[config.mk]
export PLATFORM = sky130hd
export DESIGN_NAME = sdram_ch_bridge
export DESIGN_NICKNAME = d
export VERILOG_FILES = /design/src/rtl/sdram_ch_bridge.sv
export SDC_FILE = /design/constraint.sdc
export NUM_CORES = 1
export LEC_CHECK = 0
export ABC_AREA = 1
export CAP_MARGIN = 5
export CORE_ASPECT_RATIO = 0.6
export CORE_UTILIZATION = 55
export DETAILED_ROUTE_END_ITERATION = 6
export PLACE_DENSITY = 0.81
export SYNTH_ARGS = -nofsm -noshare
export SYNTH_HDL_FRONTEND = slang
export SYNTH_SLANG_ARGS = --single-unit
[constraint.sdc]
create_clock -name clk -period 3.3 [get_ports clk]
set_clock_uncertainty 0.15 [all_clocks]
set_input_delay 0.825 -clock clk [delete_from_list [all_inputs] [get_ports clk]]
set_output_delay 0.825 -clock clk [all_outputs]
set_load 0.01 [all_outputs]
[src/rtl/sdram_ch_bridge.sv]
// sdram_ch_bridge
//   Host-side front end for one byte channel of the 3-channel SDRAM
//   controller. Host requests are queued in a small FIFO. Each request is
//   replayed to the controller as a rd/wr strobe that is held until the
//   controller raises busy. Read bytes come back as in-order one-cycle
//   response pulses. Writes are posted and produce no response.
//
//   Optional feature macro: SDRAM_BRIDGE_TIMEOUT_EN
//     When it is defined, a request whose strobe is not answered by ch_busy
//     within TIMEOUT_CYC cycles is abandoned. An abandoned read returns
//     rsp_err=1 with rsp_data=8'hFF. An abandoned write is dropped silently.
//     When it is undefined, the bridge waits forever and rsp_err is always 0.
//
// Ports
//   clk, reset_n            controller clock; asynchronous active-low reset
//   req_valid/req_ready     host request handshake (ready = FIFO not full)
//   req_we/addr/wdata       1=write; 25-bit byte address; write byte
//   rsp_valid/data/err      read completion pulse, read byte, timeout flag
//   ch_addr/rd/wr/din       to controller chN_addr/rd/wr/din
//   ch_dout, ch_busy        from controller chN_dout/busy
//   fifo_level              number of occupied FIFO entries
//   idle                    FIFO empty and FSM in IDLE
module sdram_ch_bridge #(
  parameter int FIFO_DEPTH  = 4,
  parameter int TIMEOUT_CYC = 64
) (
  input  logic                          clk,
  input  logic                          reset_n,
  input  logic                          req_valid,
  output logic                          req_ready,
  input  logic                          req_we,
  input  logic [24:0]                   req_addr,
  input  logic [7:0]                    req_wdata,
  output logic                          rsp_valid,
  output logic [7:0]                    rsp_data,
  output logic                          rsp_err,
  output logic [24:0]                   ch_addr,
  output logic                          ch_rd,
  output logic                          ch_wr,
  output logic [7:0]                    ch_din,
  input  logic [7:0]                    ch_dout,
  input  logic                          ch_busy,
  output logic [$clog2(FIFO_DEPTH):0]   fifo_level,
  output logic                          idle
);

  localparam int AW = $clog2(FIFO_DEPTH);
  localparam int LW = AW + 1;

  typedef enum logic [1:0] {
    ST_IDLE  = 2'd0,
    ST_ISSUE = 2'd1,
    ST_WAIT  = 2'd2,
    ST_GAP   = 2'd3
  } state_t;

  state_t        state, state_d;
  logic [33:0]   fifo_mem [FIFO_DEPTH];
  logic [AW-1:0] wr_ptr, rd_ptr;
  logic [LW-1:0] level, level_d;
  logic          push, pop;
  logic [33:0]   head;

  logic          ch_rd_d, ch_wr_d, cur_we, cur_we_d, rsp_valid_d;
  logic [24:0]   ch_addr_d;
  logic [7:0]    ch_din_d, rsp_data_d;

  // A push is gated by the registered ready, so a full FIFO refuses a push
  // even if a pop happens in the same cycle.
  assign push = req_valid & req_ready;
  assign pop  = (state == ST_IDLE) && (level != '0);
  assign head = fifo_mem[rd_ptr];

  assign fifo_level = level;
  assign idle       = (state == ST_IDLE) && (level == '0);

  // Storage has no reset; only entries between the pointers are ever read.
  always_ff @(posedge clk) begin
    if (push) fifo_mem[wr_ptr] <= {req_we, req_addr, req_wdata};
  end

  always_comb begin
    level_d = level + LW'(push) - LW'(pop);
  end

  // Pointers wrap naturally because the depth is a power of two. Ready is
  // computed from the next level so it is exact on the following cycle.
  always_ff @(posedge clk or negedge reset_n) begin
    if (!reset_n) begin
      wr_ptr    <= '0;
      rd_ptr    <= '0;
      level     <= '0;
      req_ready <= 1'b1;
    end else begin
      if (push) wr_ptr <= wr_ptr + 1'b1;
      if (pop)  rd_ptr <= rd_ptr + 1'b1;
      level     <= level_d;
      req_ready <= (level_d != LW'(FIFO_DEPTH));
    end
  end

`ifdef SDRAM_BRIDGE_TIMEOUT_EN
  localparam int TW = $clog2(TIMEOUT_CYC + 1);
  logic [TW-1:0] tmo_cnt, tmo_cnt_d;
  logic          rsp_err_d;
`endif

  // Next-state logic. The strobe is registered, so it rises the cycle after
  // the pop and falls the cycle after ch_busy is first seen high. Address and
  // data are left untouched until the next pop, so they stay stable through
  // WAIT. GAP guarantees one strobe-low cycle before the next request so the
  // controller's edge detector re-arms.
  always_comb begin
    state_d     = state;
    ch_rd_d     = ch_rd;
    ch_wr_d     = ch_wr;
    ch_addr_d   = ch_addr;
    ch_din_d    = ch_din;
    cur_we_d    = cur_we;
    rsp_valid_d = 1'b0;
    rsp_data_d  = rsp_data;
`ifdef SDRAM_BRIDGE_TIMEOUT_EN
    tmo_cnt_d   = tmo_cnt;
    rsp_err_d   = 1'b0;
`endif
    case (state)
      ST_IDLE: begin
        if (pop) begin
          cur_we_d  = head[33];
          ch_addr_d = head[32:8];
          ch_din_d  = head[7:0];
          ch_wr_d   = head[33];
          ch_rd_d   = ~head[33];
          state_d   = ST_ISSUE;
`ifdef SDRAM_BRIDGE_TIMEOUT_EN
          tmo_cnt_d = '0;
`endif
        end
      end
      ST_ISSUE: begin
        if (ch_busy) begin
          ch_rd_d = 1'b0;
          ch_wr_d = 1'b0;
          state_d = ST_WAIT;
        end
`ifdef SDRAM_BRIDGE_TIMEOUT_EN
        else if (tmo_cnt == TW'(TIMEOUT_CYC - 1)) begin
          ch_rd_d = 1'b0;
          ch_wr_d = 1'b0;
          state_d = ST_GAP;
          if (!cur_we) begin
            rsp_valid_d = 1'b1;
            rsp_data_d  = 8'hFF;
            rsp_err_d   = 1'b1;
          end
        end else begin
          tmo_cnt_d = tmo_cnt + 1'b1;
        end
`endif
      end
      ST_WAIT: begin
        if (!ch_busy) begin
          if (!cur_we) begin
            rsp_valid_d = 1'b1;
            rsp_data_d  = ch_dout;
          end
          state_d = ST_GAP;
        end
      end
      ST_GAP: begin
        state_d = ST_IDLE;
      end
      default: begin
        state_d = ST_IDLE;
      end
    endcase
  end

  always_ff @(posedge clk or negedge reset_n) begin
    if (!reset_n) begin
      state     <= ST_IDLE;
      ch_rd     <= 1'b0;
      ch_wr     <= 1'b0;
      ch_addr   <= '0;
      ch_din    <= '0;
      cur_we    <= 1'b0;
      rsp_valid <= 1'b0;
      rsp_data  <= '0;
    end else begin
      state     <= state_d;
      ch_rd     <= ch_rd_d;
      ch_wr     <= ch_wr_d;
      ch_addr   <= ch_addr_d;
      ch_din    <= ch_din_d;
      cur_we    <= cur_we_d;
      rsp_valid <= rsp_valid_d;
      rsp_data  <= rsp_data_d;
    end
  end

`ifdef SDRAM_BRIDGE_TIMEOUT_EN
  always_ff @(posedge clk or negedge reset_n) begin
    if (!reset_n) begin
      tmo_cnt <= '0;
      rsp_err <= 1'b0;
    end else begin
      tmo_cnt <= tmo_cnt_d;
      rsp_err <= rsp_err_d;
    end
  end
`else
  assign rsp_err = 1'b0;
`endif

endmodule
==> key figures <==
Outcome
  • Outcome: completed

Die
  • Core area: 14000 um2
  • Die area: 15300 um2
  • Die width: 159 um
  • Die Y: 96.1 um
  • Starting Density: 57.8%
  • Placement Rows: 33
  • I/O pin count: 96

STA
  • Max frequency: 336 MHz
  • Worst-Margin Slew: 0.747 ns
  • RSZ-0062 raised after global routing: false
  • Final Max Slew Viols: 0
  • Final hold vios: 0
  • Relative slew margins: 50.2%
  • Final worst path period need: 2.97 ns
  • Tcrit/Tclk final: 90.1%
  • Final setup violation count: 0
  • Setup TNS: 0 ns

Clock tree
  • CTS tree: built
  • Root Driver: clkbuf_16
  • Clk sinks: 191
  • Clk_lat worst skew: 0.43 ns
  • H-tree depth: 4
  • CTS Hold Bufs: 0
  • Setup Fix Bufs, Post-CTS: 0
  • Reg clk slew, reported paths: 0.06 ns
  • TritonCTS buffer count: 17
  • Maximum clock insertion buffer count: 2
  • Post_cts resized: 0

Routing
  • First-iteration detailed-routing DRC count: 417
  • Via density: 4.91
  • DRC: 0
  • Routed wire length: 15.9 mm
  • DR vias: 5394
  • Initial DRT Pass Iterations: 5
  • DRT antenna net count: 0
  • DR WL/cell: 14.5 um

Yosys
  • Most area-hungry cell type in the Yosys netlist: edfxtp_1
  • Synthesized area: 8120 um2
  • Multiplexer area fraction after synthesis: 0%
  • Synth area leaders: edfxtp_1 50%, dfrtp_1 17%, nand2_1 14%, inv_1 6.8%, nand3_1 4.4%
  • Post-synth cell types: 25
  • Synth Area in XOR/XNOR: 0.539%
  • Top cell type's share of synthesized area: 50.3%
  • Post-synthesis compound-gate area fraction: 0.185%
  • Ys flop type: edfxtp_1
  • Adder-Cell Fraction of Synth Area: 1.63%
  • Synthesized Nets: 855
  • Post-synth top cells: 308 x nand2_1, 148 x inv_1, 136 x edfxtp_1, 71 x nand3_1, 54 x dfrtp_1
  • EDFF count, synth: 136
  • #FFs+latches synth: 191
  • Count leader, synth: nand2_1
  • FFs w/ async S/R, synth: 28.8%
  • Register area share after synthesis: 67.3%
  • Post-Syn Area per Cell: 10.2 um2
  • Yosys Warn Count: 0
  • Mapped Cells: 799
  • Largest family of logic cells by synthesized area: simple AND/OR/NAND/NOR gates
  • Simple-gate share of the synthesized area: 20.4%

Place
  • Placed Instances: 1066
  • Hpwl dp: 9.40 mm
  • PortBufs: 94
  • GPL Wtd Cong: 0.736

GRT
  • Total global-route track usage: 21.9%
  • Remaining Overflow, GRT: 0
  • Vias in the first global route: 4928
  • First-pass GRT wire length: 24.9 mm
  • Initial antenna violation count: 0
  • Largest net degree at the start of global routing: 71

Setup path
  • Critical path class: reg2out
  • Worst path bufs/invs: 3
  • Arr. time, crit path: 2.00 ns
  • Req. time, crit path: 2.32 ns
  • Crit-path max FO: 4
  • CP endpoint kind: output port
  • Worst setup SP type: register
  • Slowest stage delay, CP: 0.53 ns
  • CP Cell Sequence: inv_1 -> ha_1 -> nand3_1 -> inv_1 -> clkdlybuf4s50_1
  • Kind of cell adding the most delay to the critical path: buffers and inverters
  • Top cell by count, worst path: inv_1
  • Slowest cell on the critical path: clkdlybuf4s50_1

Power and ir drop
  • Maximum vdd drop: 0.433 mV
  • Pwr/cell area: 891 nW/um2
  • Leakage: 4.52 nW

Finish
  • Antenna Cells: 0
  • Final #Nets: 949
  • Area grow syn2layout: 19.5%
  • Final std cells w/o fill: 1098
  • Layout cell share with drive strength beyond 1: 7.17%

Job
  • Max cap viols: 0

Hold path
  • Min-Delay Path Class: in2async
[cells by family after synthesis]
| logic type | after synthesis |
|---|---|
| flip-flops | 191 |
| buffers and inverters | 183 |
| adder cells (fa/ha/maj) | 10 |
| other | 1 |
| XOR/XNOR | 5 |
| AND/OR/NAND/NOR | 406 |
| AO/OA/AOI/OAI | 3 |
[worst paths after layout]
| check | start | end | slack [ns] | cells after the start |
|---|---|---|---|---|
| min in group clk | rsp_data[4] | rsp_data[4] | 0.33 | 2 |
| max in group asynchronous | reset_n | req_ready | 2.37 | 2 |
| hold reg to reg | rsp_data[4] | rsp_data[4] | 0.33 | 2 |
| setup reg to reg | state[1] | req_ready | 0.94 | 12 |
| hold / removal | reset_n | ch_din[0] | 0.23 | 2 |
| setup / recovery | state[0] | idle | 0.33 | 5 |
[final cells by class]
class	count	area, um2
Timing Repair Buffer	105	1020
Tap cell	192	240
Clock inverter	11	82.6
Multi-Input combinational cell	425	1880
Inverter	153	579
Sequential cell	191	5460
Fill cell	1004	4330
Clock buffer	21	440
[stage by stage]
stage / util (%) / hold WS [ns] / instance area (um2) / power [mW] / setup slack [ns]
after floorplan: - / 0.312 / 8120 / 5.75 / 0.281
after global routing: 69.1 / 0.249 / 9710 / 9.18 / 0.209
after detailed placement: 65.4 / 0.314 / 9180 / 6.84 / 0.419
after global placement: 65.4 / 0.311 / 9180 / 6.71 / 0.496
final: 69.1 / 0.229 / 9710 / 8.65 / 0.328
after CTS: 69.1 / 0.231 / 9710 / 8.72 / 0.331
[sequential cells by signal, summed over array words and instances, names as in the netlist]
register,count
ch_din,8
fifo_mem,136
ch_rd,1
req_ready,1
rsp_valid,1
fifo_level,3
cur_we,1
ch_addr,25
state,2
ch_wr,1
wr_ptr,2
rsp_data,8
rd_ptr,2
[report_power, final]
group          total, mW  switching (mW)  internal [mW]
Sequential          3.52           0.264           3.26
Clock               1.84           0.871          0.969
Combinational       3.29            2.03           1.25
[layer usage]
| metal | vias up | share of wire [%] | global-route usage (%) |
|---|---|---|---|
| met3 | 22 | 6.2 | 4.22 |
| met2 | 194 | 45 | 35.1 |
| met5 | - | 0 | 0 |
| met4 | 0 | 1.8 | 9.13 |
| li1 | 2650 | - | - |
| met1 | 2528 | 47 | 29.9 |
[placed cells by master, fill, tap and decap left out, drive strengths merged]
master and count:
clkbuf 21, dfrtp 54, ha 9, clkinvlp 4
nand2 321, conb 1, inv 156, clkinv 4
xor2 3, xnor2 2, nor3 1, nor2 13
fa 1, buf 12, edfxtp 136, o21ai 1
clkdlybuf4s50 93, dfstp 1, nand3 71, a21oi 2
[worst register-to-register path, delay by kind of cell (launching register included)]
| family | cells | cell delay (ns) |
|---|---|---|
| flip-flops | 1 | 0.37 |
| XOR/XNOR | 1 | 0.17 |
| AND/OR/NAND/NOR | 4 | 0.30 |
| buffers and inverters | 3 | 0.15 |
| adder cells (fa/ha/maj) | 4 | 1.14 |
Note: power is estimated with default switching activity, not from simulation.
